<file path="src/rtl/storage_port_arbiter.sv">
// Two-port round-robin arbiter in front of the storage SRAM management port.
// One registered SRAM access per grant; read data returns with a one-cycle rvalid pulse.
module storage_port_arbiter #(
  parameter int RAM_BLOCKS = 2,
  parameter int AW         = 9
) (
  input  logic                    wb_clk_i,
  input  logic                    wb_rst_ni,
  input  logic [1:0]              req_i,
  input  logic [1:0]              we_i,
  input  logic [7:0]              wmask_i,
  input  logic [2*AW-1:0]         addr_i,
  input  logic [63:0]             wdata_i,
  output logic [1:0]              gnt_o,
  output logic [1:0]              err_o,
  output logic [1:0]              rvalid_o,
  output logic [31:0]             rdata_o,
  output logic [RAM_BLOCKS-1:0]   mgmt_ena,
  output logic [RAM_BLOCKS-1:0]   mgmt_wen,
  output logic [4*RAM_BLOCKS-1:0] mgmt_wen_mask,
  output logic [7:0]              mgmt_addr,
  output logic [31:0]             mgmt_wdata,
  input  logic [32*RAM_BLOCKS-1:0] mgmt_rdata
);

  localparam int BW = (AW > 8) ? AW - 8 : 1;

  typedef enum logic [1:0] {IDLE, ACC, RD} state_e;

  state_e                  state_q, state_d;
  logic                    last_q, last_d;
  logic                    sel_q, sel_d;
  logic [BW-1:0]           blk_q, blk_d;
  logic                    rd_q, rd_d;
  logic [1:0]              gnt_q, gnt_d;
  logic [1:0]              err_q, err_d;
  logic [1:0]              rvalid_q, rvalid_d;
  logic [31:0]             rdata_q, rdata_d;
  logic [RAM_BLOCKS-1:0]   ena_q, ena_d;
  logic [RAM_BLOCKS-1:0]   wen_q, wen_d;
  logic [4*RAM_BLOCKS-1:0] mask_q, mask_d;
  logic [7:0]              maddr_q, maddr_d;
  logic [31:0]             mwdata_q, mwdata_d;

  logic                    sel_w;
  logic                    we_w;
  logic [3:0]              mask_w;
  logic [AW-1:0]           addr_w;
  logic [31:0]             wdata_w;
  logic [BW-1:0]           blk_w;
  logic                    oor_w;

  // Winner: on contention the port not granted last; otherwise whoever asks.
  always_comb begin
    sel_w   = (req_i == 2'b11) ? ~last_q : req_i[1];
    we_w    = sel_w ? we_i[1]              : we_i[0];
    mask_w  = sel_w ? wmask_i[7:4]         : wmask_i[3:0];
    addr_w  = sel_w ? addr_i[2*AW-1:AW]    : addr_i[AW-1:0];
    wdata_w = sel_w ? wdata_i[63:32]       : wdata_i[31:0];
    blk_w   = BW'(addr_w >> 8);
    oor_w   = (int'(blk_w) >= RAM_BLOCKS);
  end

  // NOTE: every signal gets a default before the case so no path leaves it unassigned, which would infer a latch.
  always_comb begin
    state_d  = state_q;
    last_d   = last_q;
    sel_d    = sel_q;
    blk_d    = blk_q;
    rd_d     = rd_q;
    gnt_d    = 2'b00;
    err_d    = 2'b00;
    rvalid_d = 2'b00;
    rdata_d  = rdata_q;
    ena_d    = '0;
    wen_d    = '0;
    mask_d   = '0;
    maddr_d  = maddr_q;
    mwdata_d = mwdata_q;

    case (state_q)
      IDLE: begin
        if (|req_i) begin
          sel_d    = sel_w;
          blk_d    = blk_w;
          rd_d     = !we_w && !oor_w;
          gnt_d    = sel_w ? 2'b10 : 2'b01;
          err_d    = {sel_w & oor_w, ~sel_w & oor_w};
          maddr_d  = addr_w[7:0];
          mwdata_d = wdata_w;
          for (int b = 0; b < RAM_BLOCKS; b++) begin
            if (!oor_w && blk_w == BW'(b)) begin
              ena_d[b]        = 1'b1;
              wen_d[b]        = we_w;
              mask_d[4*b +: 4] = mask_w;
            end
          end
          state_d = ACC;
        end
      end
      ACC: begin
        last_d  = sel_q;
        state_d = rd_q ? RD : IDLE;
      end
      RD: begin
        for (int b = 0; b < RAM_BLOCKS; b++) begin
          if (blk_q == BW'(b)) rdata_d = mgmt_rdata[32*b +: 32];
        end
        rvalid_d = sel_q ? 2'b10 : 2'b01;
        state_d  = IDLE;
      end
      default: state_d = IDLE;
    endcase
  end

  // NOTE: state registers use non-blocking assignments so every flop samples pre-edge values.
  always_ff @(posedge wb_clk_i) begin
    if (!wb_rst_ni) begin
      state_q  <= IDLE;
      last_q   <= 1'b1;
      sel_q    <= 1'b0;
      blk_q    <= '0;
      rd_q     <= 1'b0;
      gnt_q    <= 2'b00;
      err_q    <= 2'b00;
      rvalid_q <= 2'b00;
      rdata_q  <= '0;
      ena_q    <= '0;
      wen_q    <= '0;
      mask_q   <= '0;
      maddr_q  <= '0;
      mwdata_q <= '0;
    end else begin
      state_q  <= state_d;
      last_q   <= last_d;
      sel_q    <= sel_d;
      blk_q    <= blk_d;
      rd_q     <= rd_d;
      gnt_q    <= gnt_d;
      err_q    <= err_d;
      rvalid_q <= rvalid_d;
      rdata_q  <= rdata_d;
      ena_q    <= ena_d;
      wen_q    <= wen_d;
      mask_q   <= mask_d;
      maddr_q  <= maddr_d;
      mwdata_q <= mwdata_d;
    end
  end

  assign gnt_o         = gnt_q;
  assign err_o         = err_q;
  assign rvalid_o      = rvalid_q;
  assign rdata_o       = rdata_q;
  assign mgmt_ena      = ena_q;
  assign mgmt_wen      = wen_q;
  assign mgmt_wen_mask = mask_q;
  assign mgmt_addr     = maddr_q;
  assign mgmt_wdata    = mwdata_q;

endmodule

</file>
<file path="config.mk">
export PLATFORM = sky130hd
export DESIGN_NAME = storage_port_arbiter
export DESIGN_NICKNAME = d
export VERILOG_FILES = /design/src/rtl/storage_port_arbiter.sv
export SDC_FILE = /design/constraint.sdc
export NUM_CORES = 1
export LEC_CHECK = 0
export ABC_CLOCK_PERIOD_IN_PS = 2400
export BUFFER_PORTS_ARGS = -buffer_cell sky130_fd_sc_hd__buf_2
export CORE_ASPECT_RATIO = 0.75
export CORE_MARGIN = 2
export CORE_UTILIZATION = 42
export CTS_CLUSTER_DIAMETER = 40
export DETAILED_ROUTE_END_ITERATION = 6
export GPL_ROUTABILITY_DRIVEN = 0
export PLACE_DENSITY = 0.8
export SKIP_LAST_GASP = 1
export SLEW_MARGIN = 25
export SYNTH_ARGS = -nofsm -noshare
export SYNTH_HDL_FRONTEND = slang
export SYNTH_SLANG_ARGS = --single-unit
</file>
<file path="constraint.sdc">
create_clock -name wb_clk_i -period 2.4 [get_ports wb_clk_i]
set_clock_uncertainty 0.2 [all_clocks]
set_input_delay 0.24 -clock wb_clk_i [delete_from_list [all_inputs] [get_ports wb_clk_i]]
set_output_delay 0.24 -clock wb_clk_i [all_outputs]
set_load 0.005 [all_outputs]
</file>
==> reports/qor.txt <==
status: finished clean
Clk Latency, worst-skew pair: 0.33 ns
Sw Pwr: 0.933 mW
Initial DRC Count: 215
synthesized area: 3880 µm²
Root Buffer: clkbuf_16
DIE HEIGHT: 87.3 µm
vias in the first global route: 3880
Slew headroom: 60.6%
switching share of power: 25.3%
# H-tree levels: 3
worst path arrival time: 2.27 ns
sequential share of power: 46.7%
class of the most critical setup path: flop to flop
CP Data Required Time: 2.42 ns
first-pass GRT wire length: 18.2 mm
CP startpoint kind: flop
Yosys cell types: 28
cell taking the most area after synthesis: dfxtp_1
clock sink total: 94
VDD IR max: 0.000400 V
initial core utilization: 43.1%
share of the synthesized area in the top cell type: 48.5%
Area Growth Syn to Fin: 50.3%
f_max: 444 MHz
Remaining Overflow, GRT: 0
Routed wire per std cell: 15.7 µm
port buffer count: 247
Remaining DRCs: 0
CTS buffer count: 9
combinational power share: 16.5%
maxcap violations: 0
endpoints failing setup: 0
register area share after synthesis: 48.5%
Final ANT Viol Nets: 0
number of synthesized register bits: 94
crit-path cells: a21bo_2, buf_4, mux2i_1, dlygate4sd3_1, o2bb2ai_1
CTS tree: yes
Pint: 2.76 mW
DP Wirelength: 8.68 mm
sum of negative setup slack: 0 ns
P_leak: 3.33 nW
placeable core area: 9010 µm²
Max Root-Sink Buffers: 2
Rows: 30
critical path fanouts, max: 15
RSZ-0062 raised after global routing: no
Avg Vias per Cell: 5.10
setup slack, reg-to-reg: 0.15 ns
final hold violation count: 0
antenna cell count: 0
fin nets: 812
pin slew with the least headroom to its limit: 0.591 ns
GRT Util Overall: 23.1%
cells after synthesis: 380
DRT Pass-1 Iters: 4
Tightest Hold Check Type: input port to flop
CP Capture Type: flop
CP max-delay cell: dlygate4sd3_1
Slew Limit Fails: 0
# IOs: 250
clock share of power: 36.8%
drt total wl: 12.0 mm
Reg clk slew, reported paths: 0.06 ns
YS warnings: 0
die area: 10000 µm²
Pwr Density: 632 nW/µm²
# fillers: 744
Syn Area/Cell: 10.2 µm²
share of cells above drive strength 1: 44.3%
largest net degree at the start of global routing: 67
Fin Hold WS: 0.0110 ns
crit-path max cell delay: 0.57 ns
initial antenna violation count: 0
vias: 3922
ranking of synthesized cells by area: dfxtp_1 48%, mux2i_1 12%, o211a_1 8.3%
die width: 115 µm
fin crit period: 2.25 ns
Final period util: 93.9%
-- cells by family (layout without fill, tap and decap cells) --
group	count (synthesis)	in the layout	synth area share, %
buffers and inverters	70	346	8.31
AO/OA/AOI/OAI	77	77	19.8
multiplexers	47	47	12.1
AND/OR/NAND/NOR	91	91	11.2
flip-flops	94	94	48.5
other	1	2	0.0966
-- state kept, by name, indices dropped and copies added, names as in the netlist, 2 cells and up --
register	count
mgmt_wdata	32
rdata_o	32
mgmt_addr	8
mgmt_wen_mask	8
gnt_o	2
mgmt_ena	2
mgmt_wen	2
rvalid_o	2
state_q	2
-- cells in the mapped netlist --
master / instances
a21bo_2: 1
a21o_1: 1
a221o_1: 24
a221o_2: 9
a22o_1: 2
and3_1: 1
buf_1: 2
buf_2: 6
buf_4: 2
buf_6: 6
clkbuf_1: 20
conb_1: 1
dfxtp_1: 94
inv_1: 34
mux2_2: 1
mux2i_1: 46
nand2_1: 35
nand2b_1: 1
nor2_1: 6
nor2b_1: 2
nor3_1: 42
nor3_2: 1
nor3b_4: 1
o211a_1: 32
o2bb2ai_1: 7
o31a_1: 1
or2_4: 1
or3b_1: 1
-- final cells by class --
| cell class | count | area, µm² | share of cell area, % |
|---|---|---|---|
| Clock buffer | 12 | 256 | 4.40 |
| Clock inverter | 4 | 31.3 | 0.536 |
| Inverter | 34 | 128 | 2.19 |
| Multi-Input combinational cell | 217 | 1690 | 29.0 |
| Sequential cell | 94 | 1880 | 32.3 |
| Tap cell | 112 | 140 | 2.40 |
| Timing Repair Buffer | 296 | 1710 | 29.3 |
-- metal layers --
metal / vias up / global-route usage (%) / wire length, µm
met1: 1818 / 25.9 / 4830
met2: 176 / 42.9 / 6110
li1: 1906 / - / -
met4: 0 / 8.00 / 245
met3: 22 / 5.36 / 858
met5: - / 0 / 0
-- final timing paths --
path                     from            end  cells past startpoint
setup / recovery       last_q  mgmt_wdata[6]                      5
hold / removal    wdata_i[32]  mgmt_wdata[0]                      3
setup reg to reg       last_q  mgmt_wdata[6]                      5
hold reg to reg          rd_q     state_q[1]                      2
-- layout by cell type, fill, tap and decap left out, types with 2 or more instances in the layout --
cell type	n
buf_2	247
dfxtp_1	93
mux2i_1	46
nor3_1	42
dlygate4sd3_1	36
nand2_1	35
inv_1	34
o211a_1	32
a221o_1	24
buf_4	12
a221o_2	9
clkbuf_16	9
o2bb2ai_1	7
nor2_1	6
clkinvlp_4	3
a22o_1	2
conb_1	2
clkbuf_8	2
-- power groups by stage --
stage	clock network (mW)	logic, mW	registers (mW)
2_1_floorplan	0	0.292	1.74
3_3_place_gp	0	0.542	1.75
3_5_place_dp	0	0.559	1.75
4_1_cts	1.38	0.607	1.72
5_1_grt	1.45	0.666	1.73
6_report	1.36	0.610	1.72
-- critical path: cells and delay by family (launching register included) --
family | cells | cell delay, ns
compound gates | 2 | 0.44
flops | 1 | 0.37
mux | 1 | 0.24
buf+inv | 2 | 0.90
-- stage by stage --
stage | power [mW] | instances | worst slack (ns) | util, % | area (µm²)
after floorplan | 2.04 | 381 | 0.706 | - | 3890
after global placement | 2.29 | 717 | 0.503 | 57.6 | 5190
after detailed placement | 2.31 | 717 | 0.433 | 57.6 | 5190
after CTS | 3.71 | 769 | 0.195 | 64.8 | 5830
after global routing | 3.84 | 769 | 0.0714 | 64.8 | 5830
final | 3.69 | 769 | 0.147 | 64.8 | 5830
-- what timing repair did --
action	in CTS	in global routing
hold buffers	36	0
setup buffers	0	0
endpoints found under the hold margin	35	0
resized for setup	0	0
No activity file was read; power rests on OpenSTA's default activity.
